`config.mk`:
```
export PLATFORM = sky130hd
export DESIGN_NAME = receiver
export DESIGN_NICKNAME = d
export VERILOG_FILES = /design/src/rtl/uart_pkg.sv /design/src/rtl/sync_2ff.sv /design/src/rtl/receiver.sv
export SDC_FILE = /design/constraint.sdc
export NUM_CORES = 1
export LEC_CHECK = 0
export BUFFER_PORTS_ARGS = -buffer_cell sky130_fd_sc_hd__buf_2
export CAP_MARGIN = 20
export CORE_UTILIZATION = 45
export DETAILED_ROUTE_END_ITERATION = 16
export PLACE_DENSITY = 0.74
export SYNTH_ARGS = -nofsm -noshare
export SYNTH_HDL_FRONTEND = slang
export SYNTH_SLANG_ARGS = --single-unit
export TNS_END_PERCENT = 100
```
`constraint.sdc`:
```
create_clock -name i_clk -period 4.7 [get_ports i_clk]
set_input_delay 0.47 -clock i_clk [delete_from_list [all_inputs] [get_ports i_clk]]
set_output_delay 0.47 -clock i_clk [all_outputs]
set_load 0.02 [all_outputs]
```
`src/rtl/uart_pkg.sv`:
```
// uart_pkg: framing constants and receiver state type shared by the UART blocks
package uart_pkg;
   localparam int DATA_BITS_DEF    = 8;
   localparam int CLKS_PER_BIT_DEF = 100;
   typedef enum logic [2:0] {IDLE, START, DATA, STOP, WAIT_IDLE} rx_state_t;
endpackage

```
`src/rtl/sync_2ff.sv`:
```
// sync_2ff: two-flop synchroniser for an asynchronous single-bit input
module sync_2ff #(
   parameter logic RST_VAL = 1'b1
) (
   input  logic clk,
   input  logic rst_n,
   input  logic d,
   output logic q
);
   logic meta;
   // Two back-to-back flops give the first one a full cycle to settle
   always_ff @(posedge clk or negedge rst_n)
      if (!rst_n) begin
         meta <= RST_VAL;
         q    <= RST_VAL;
      end else begin
         meta <= d;
         q    <= meta;
      end
endmodule

```
`src/rtl/receiver.sv`:
```
// receiver: 8N1 UART receive path with mid-bit sampling and framing-error detection
module receiver
   import uart_pkg::*;
#(
   parameter int CLKS_PER_BIT = CLKS_PER_BIT_DEF,
   parameter int DATA_BITS    = DATA_BITS_DEF
) (
   input  logic                 i_clk,
   input  logic                 i_rst_n,
   input  logic                 i_rx,
   output logic [DATA_BITS-1:0] o_data,
   output logic                 o_rx_done,
   output logic                 o_frame_err,
   output logic                 o_busy
);
   localparam int CW = $clog2(CLKS_PER_BIT);
   localparam int BW = $clog2(DATA_BITS + 1);
   localparam logic [CW-1:0] HALF_M1  = CW'(CLKS_PER_BIT / 2 - 1);
   localparam logic [CW-1:0] FULL_M1  = CW'(CLKS_PER_BIT - 1);
   localparam logic [BW-1:0] LAST_BIT = BW'(DATA_BITS - 1);

   rx_state_t            state;
   logic [CW-1:0]        clk_cnt;
   logic [BW-1:0]        bit_idx;
   logic [DATA_BITS-1:0] shreg;
   logic                 rx_s;

   sync_2ff #(.RST_VAL(1'b1)) u_sync (
      .clk  (i_clk),
      .rst_n(i_rst_n),
      .d    (i_rx),
      .q    (rx_s)
   );

   assign o_busy = (state != IDLE);

   // Frame FSM: half-bit wait to centre on the start bit, then whole-bit steps; pulses default low
   always_ff @(posedge i_clk or negedge i_rst_n)
      if (!i_rst_n) begin
         state       <= IDLE;
         clk_cnt     <= '0;
         bit_idx     <= '0;
         shreg       <= '0;
         o_data      <= '0;
         o_rx_done   <= 1'b0;
         o_frame_err <= 1'b0;
      end else begin
         o_rx_done   <= 1'b0;
         o_frame_err <= 1'b0;
         case (state)
            IDLE:
               if (!rx_s) begin
                  state   <= START;
                  clk_cnt <= '0;
               end
            START:
               if (clk_cnt == HALF_M1) begin
                  clk_cnt <= '0;
                  bit_idx <= '0;
                  state   <= rx_s ? IDLE : DATA;
               end else clk_cnt <= clk_cnt + CW'(1);
            DATA:
               if (clk_cnt == FULL_M1) begin
                  clk_cnt <= '0;
                  shreg   <= {rx_s, shreg[DATA_BITS-1:1]};
                  bit_idx <= bit_idx + BW'(1);
                  if (bit_idx == LAST_BIT) state <= STOP;
               end else clk_cnt <= clk_cnt + CW'(1);
            STOP:
               if (clk_cnt == FULL_M1) begin
                  clk_cnt <= '0;
                  if (rx_s) begin
                     o_data    <= shreg;
                     o_rx_done <= 1'b1;
                     state     <= IDLE;
                  end else begin
                     o_frame_err <= 1'b1;
                     state       <= WAIT_IDLE;
                  end
               end else clk_cnt <= clk_cnt + CW'(1);
            WAIT_IDLE:
               if (rx_s) state <= IDLE;
            default: state <= IDLE;
         endcase
      end
endmodule
```
Yosys cells after proc, flatten, opt, wreduce, memory -nomap -nowiden. Cells that the tools add are included.

Word-level logic and storage cells: 56. Output and inout bits: 11. Register bits after elaboration: 34.

Reduce and logical (&&, ||, !) cells: 10. Add/subtract/negate cells: 2. Multiplexer cells: 22. Eq/ne operators: 13.

Operators with widths (count): 2-to-1 mux 3 bit (7); 2-to-1 mux 7 bit (3); case mux 7 bit (3 select lines) (1); case mux 3 bit (5 select lines) (1); != test 2 bit, second input constant (5); 2-to-1 mux 4 bit (2); case mux 4 bit (2 select lines) (1); adder 7 x 1 -> 7 bit, second input constant (1); equality test 7 x 6 -> 1 bit, second input constant (1); equality test 7 bit, second input constant (1); equality test 3 x 2 -> 1 bit, second input constant (2); 2-to-1 mux 1 bit (6); AND reduction 3 bit (2); AND reduction 6 bit (1); nonzero test 3 bit (2); adder 4 x 1 -> 4 bit, second input constant (1); equality test 4 x 3 -> 1 bit, second input constant (1); AND reduction 2 bit (2); equality test 3 x 1 -> 1 bit, second input constant (1); equality test 3 bit, second input constant (1); zero test 3 bit (1); 2-to-1 mux 2 bit (1); != test 2 x 1 -> 1 bit, second input constant (1); nonzero test 2 bit (1); OR reduction 2 bit (1).

Depth between registers and ports, before layout.
Depth after elaboration: 4. Mapped depth: 7. Mapped depth without buffers: 6.

Hierarchy. Synthesis repeated with hierarchy kept, for this count alone.

Cells, all modules: 140. Area total of the unflattened synthesis: 1585.3 um^2.

By module, submodules not included: receiver (area an instance 1532.7 um^2, cells an instance 138, times used 1); sync_2ff (area an instance 52.6 um^2, cells an instance 2, times used 1).

Least setup slack after synthesis. OpenSTA, ideal clock, no wires.

Kind: reg2reg. From: register clk_cnt[0]. To: register o_data[0]. Required time: 4.575 ns. Data arrival time: 1.918 ns. Cell stages (with the launch flop): 8. Path buffers: 2. Slack: 2.657 ns. Path through: dfrtp_1 ha_1 and3b_1 clkbuf_1 nand2_2 or4_1 buf_6 mux2_4.

Cells in the longest elaborated chain, start to end: 2.

Ends and longest elaborated chain: from (decl) (line receiver.sv:23) `logic [CW-1:0] clk_cnt;`; from (signal assigned) (line receiver.sv:61) `end else clk_cnt <= clk_cnt + CW'(1);`; from (signal assigned) (line receiver.sv:68) `end else clk_cnt <= clk_cnt + CW'(1);`; from (signal assigned) (line receiver.sv:80) `end else clk_cnt <= clk_cnt + CW'(1);`; equality test 7 bit (line receiver.sv:70) `if (clk_cnt == FULL_M1) begin`; AND reduction 3 bit (no line); to (signal assigned) (line receiver.sv:73) `o_data <= shreg;`; to (decl) (line receiver.sv:11) `output logic [DATA_BITS-1:0] o_data,`.

No other way between the ends. A chain may end at the register's enable or synchronous reset.

Final worst setup path.
From: register clk_cnt[0]. To: register o_data[2].

The elaborated chain is that of the path after synthesis.

==> metrics.md <==
| Metric | Value |
|---|---|
| Drt pass-1 iters | 4 |
| Total grt overflow | 0 |
| Synth top area cells | dfrtp_1 49%, mux2_4 7.4%, mux2_2 6.3% |
| Pwr Total | 0.4697 mW |
| FMAX | 442.0 MHz |
| Ant. Diodes | 0 |
| Crit path DAT | 2490 ps |
| Placer Congestion | between 0.8 and 0.9 |
| CTS Hold Bufs | 0 |
| # IOs | 14 |
| CP Class | register to register |
| Area growth, synth to finish | 9.652% |
| Clock latency on the worst-skew pair | 330 ps |
| All-Layer GR Usage | 17.11% |
| Via-to-Cell Ratio | 5.381 |
| Post-CTS Setup Repair Bufs | 0 |
| Top-count cell post-synth | dfrtp_1 |
| Non-filler instance count after layout | 197 |
| Crit path cell chain | ha_1, and3b_1, nand2_2, or4_1, mux2_4 |
| Buf/Inv on CP | 0 |
| Starting Density | a little under half |
| Vias in the first global route | 1,014 |
| Top delay family on crit path | simple AND/OR/NAND/NOR gates |
| Post-synth ARST share | 100.0% |
| Max-Cap Viols | 0 |
| Std-Cell Rows | 21 |
| Fin crit period | ~2300 ps |
| Reg clk slew, reported paths | 100 ps |
| Status | finished clean |
| Max stage delay on crit path | 750 ps |
| Synth Flop Type | dfrtp_1 |
| R2R Setup Slk | about 2400 ps |
| Via count | around 1,100 |
| Fill cell count | 305 |
| Critical path peak fanout | 9 |
| Share of layout cells above drive strength 1 | 28.48% |
| Post-synth top area cell | dfrtp_1 |
| Distinct cells, synth | 40 |
| Largest net degree at the start of global routing | 35 |
| Worst Clk Skew | 9.182 ps |
| Fraction of the yosys area taken by sequential cells | 52.66% |
| Setup TNS | 0 ps |
| Post-synth EDFFs | 0 |
| VDD IR max | 0.0001541 V |
| Port bufs | 13 |
| Clock root buffer | clkbuf_4 |
| CTS tree | built |
| Slew @ Worst Pin | roughly 730 ps |
| Pwr Density | approximately 260 nW/um^2 |
| DR DRC count | 0 |
| HPWL after detailed placement | 1869 um |
| Antenna Nets Post-Route | 0 |
| Synth Warn # | 0 |
| Slew Viols, Final | 0 |
| H-tree depth | 2 |
| Worst hold path type | input pin to asynchronous set/reset pin |
| Syn avg cell area | 11.91 um^2 |
| Seq cells post-synth | 34 |
| Initial antenna violation count | 0 |
| Synth cell count leaders | 32 x dfrtp_1, 11 x nand2_1, 9 x mux2_2 |
| Rel. slew slack | 51.28% |
| Worst EP required | 4920 ps |
| Syn Inst Count | ~140 |
| Setup violations, final | 0 |
| Static Leakage | 0.8733 nW |
| Worst Setup Start Kind | register |
| CTS Sinks | 34 |
| Fin crit share | 48.14% |
| Worst r2r dst | o_data[2] |
| Final Hold Vio Count | 0 |
| First-pass GRT wire length | between 4000 and 5000 um |
| Post-Syn Area | 1620 um^2 |
| Crit. End Element | register |
| DR WL/cell | 13.48 um |
| TritonCTS Buffers | 5 |
| Die extent in y | 62.01 um |
| Die Width | 62.01 um |
| Max Buffers Root-to-Sink | 2 |
| R2R depth | 5 |
| Slowest cell on crit path | or4_1 |
| Die Area | just under 4000 um^2 |
| R2R Path Start | clk_cnt[0] |
| Syn nets | 143 |
| Initial DRC count | 65 |
| RSZ-0062 raised after global routing | no |
| PostCTS Resize Cnt | 0 |
| DP Cell Count | 189 |
| Nets | 157 |
| Post-synth top area share | 49.42% |
| Placeable Area | 3390 um^2 |
| Routed Wire Length | 2656 um |
## per-layer routing
metal  routed length (um)  up-vias  share of wire [%]  GRT usage, %
met5                    0        -                  0             0
met4                   28        0                1.1         7.619
met3                   92        2                3.5         5.590
met2                 1278       15                 48         27.36
met1                 1256      523                 47         21.12
li1                     -      520                  -             -
## flip-flops by register name (all words and copies together), names as in the netlist
name	count
o_data	8
o_frame_err	1
u_sync.q	1
o_rx_done	1
shreg	8
clk_cnt	7
state	3
bit_idx	4
u_sync.meta	1
## logic make-up after synthesis
| logic type | after synthesis | synth area share [%] |
|---|---|---|
| AOI/OAI and AO/OA | 26 | 11.35 |
| xor gates and xnor gates | 3 | 1.622 |
| adders and majority gates | 4 | 3.089 |
| buffers and inverters | 10 | 2.780 |
| DFF | 34 | 52.66 |
| muxes | 17 | 13.67 |
| and+or+nand+nor | 42 | 14.83 |
## how the worst max path moves through the flow
stage / cells past startpoint / end / startpoint / slack, ps
after floorplan: 7 / o_data[0] / clk_cnt[0] / 2660
after global placement: 5 / o_data[7] / clk_cnt[0] / 2500
after detailed placement: 5 / o_data[4] / clk_cnt[0] / 2440
after CTS: 5 / o_data[2] / clk_cnt[0] / 2440
after global routing: 5 / o_data[5] / clk_cnt[0] / 2330
final: 5 / o_data[2] / clk_cnt[0] / 2440
## stage by stage
stage / hold slack [ps] / cell area (um^2) / utilization, % / setup WS (ps)
floorplan: 174.4 / 1620 / - / 2657
global placement: 346.8 / 1713 / 50.54 / 2500
detailed placement: 349.5 / 1713 / 50.54 / 2442
CTS: 201.8 / 1777 / 52.42 / 2437
global route: 199.8 / 1777 / 52.42 / 2331
finish: 187.5 / 1777 / 52.42 / 2437
## layout by cell type (no fill, tap or decap), drive strengths merged, types with 3 or more instances in the layout
cell type and count:
o21ai 5, nand2 12, nand3 6, inv 4, ha 4, buf 13, nor2 6, nor3b 3
nand4b 3, a21oi 4, o211ai 3, mux2 17, dfrtp 32, clkbuf 6
## power by group
group	internal (mW)	leakage, nW	switching, mW
registers	0.294	0.453	0.00112
logic	0.000773	0.386	0.00570
clock network	0.0719	0.0343	0.0962
total	0.367	0.873	0.103
## cell type report
class                      instances  area, um^2  area share (%)
sequential                        34       853.3           48.03
multi-input combinational         92       721.9           40.63
timing repair buffer              13       65.06           3.662
tap                               46       57.56           3.239
clock buffer                       6       51.30           2.887
inverter                           4       15.01          0.8451
clock inverter                     2       12.51          0.7042
No activity file was read; power rests on OpenSTA's default activity.
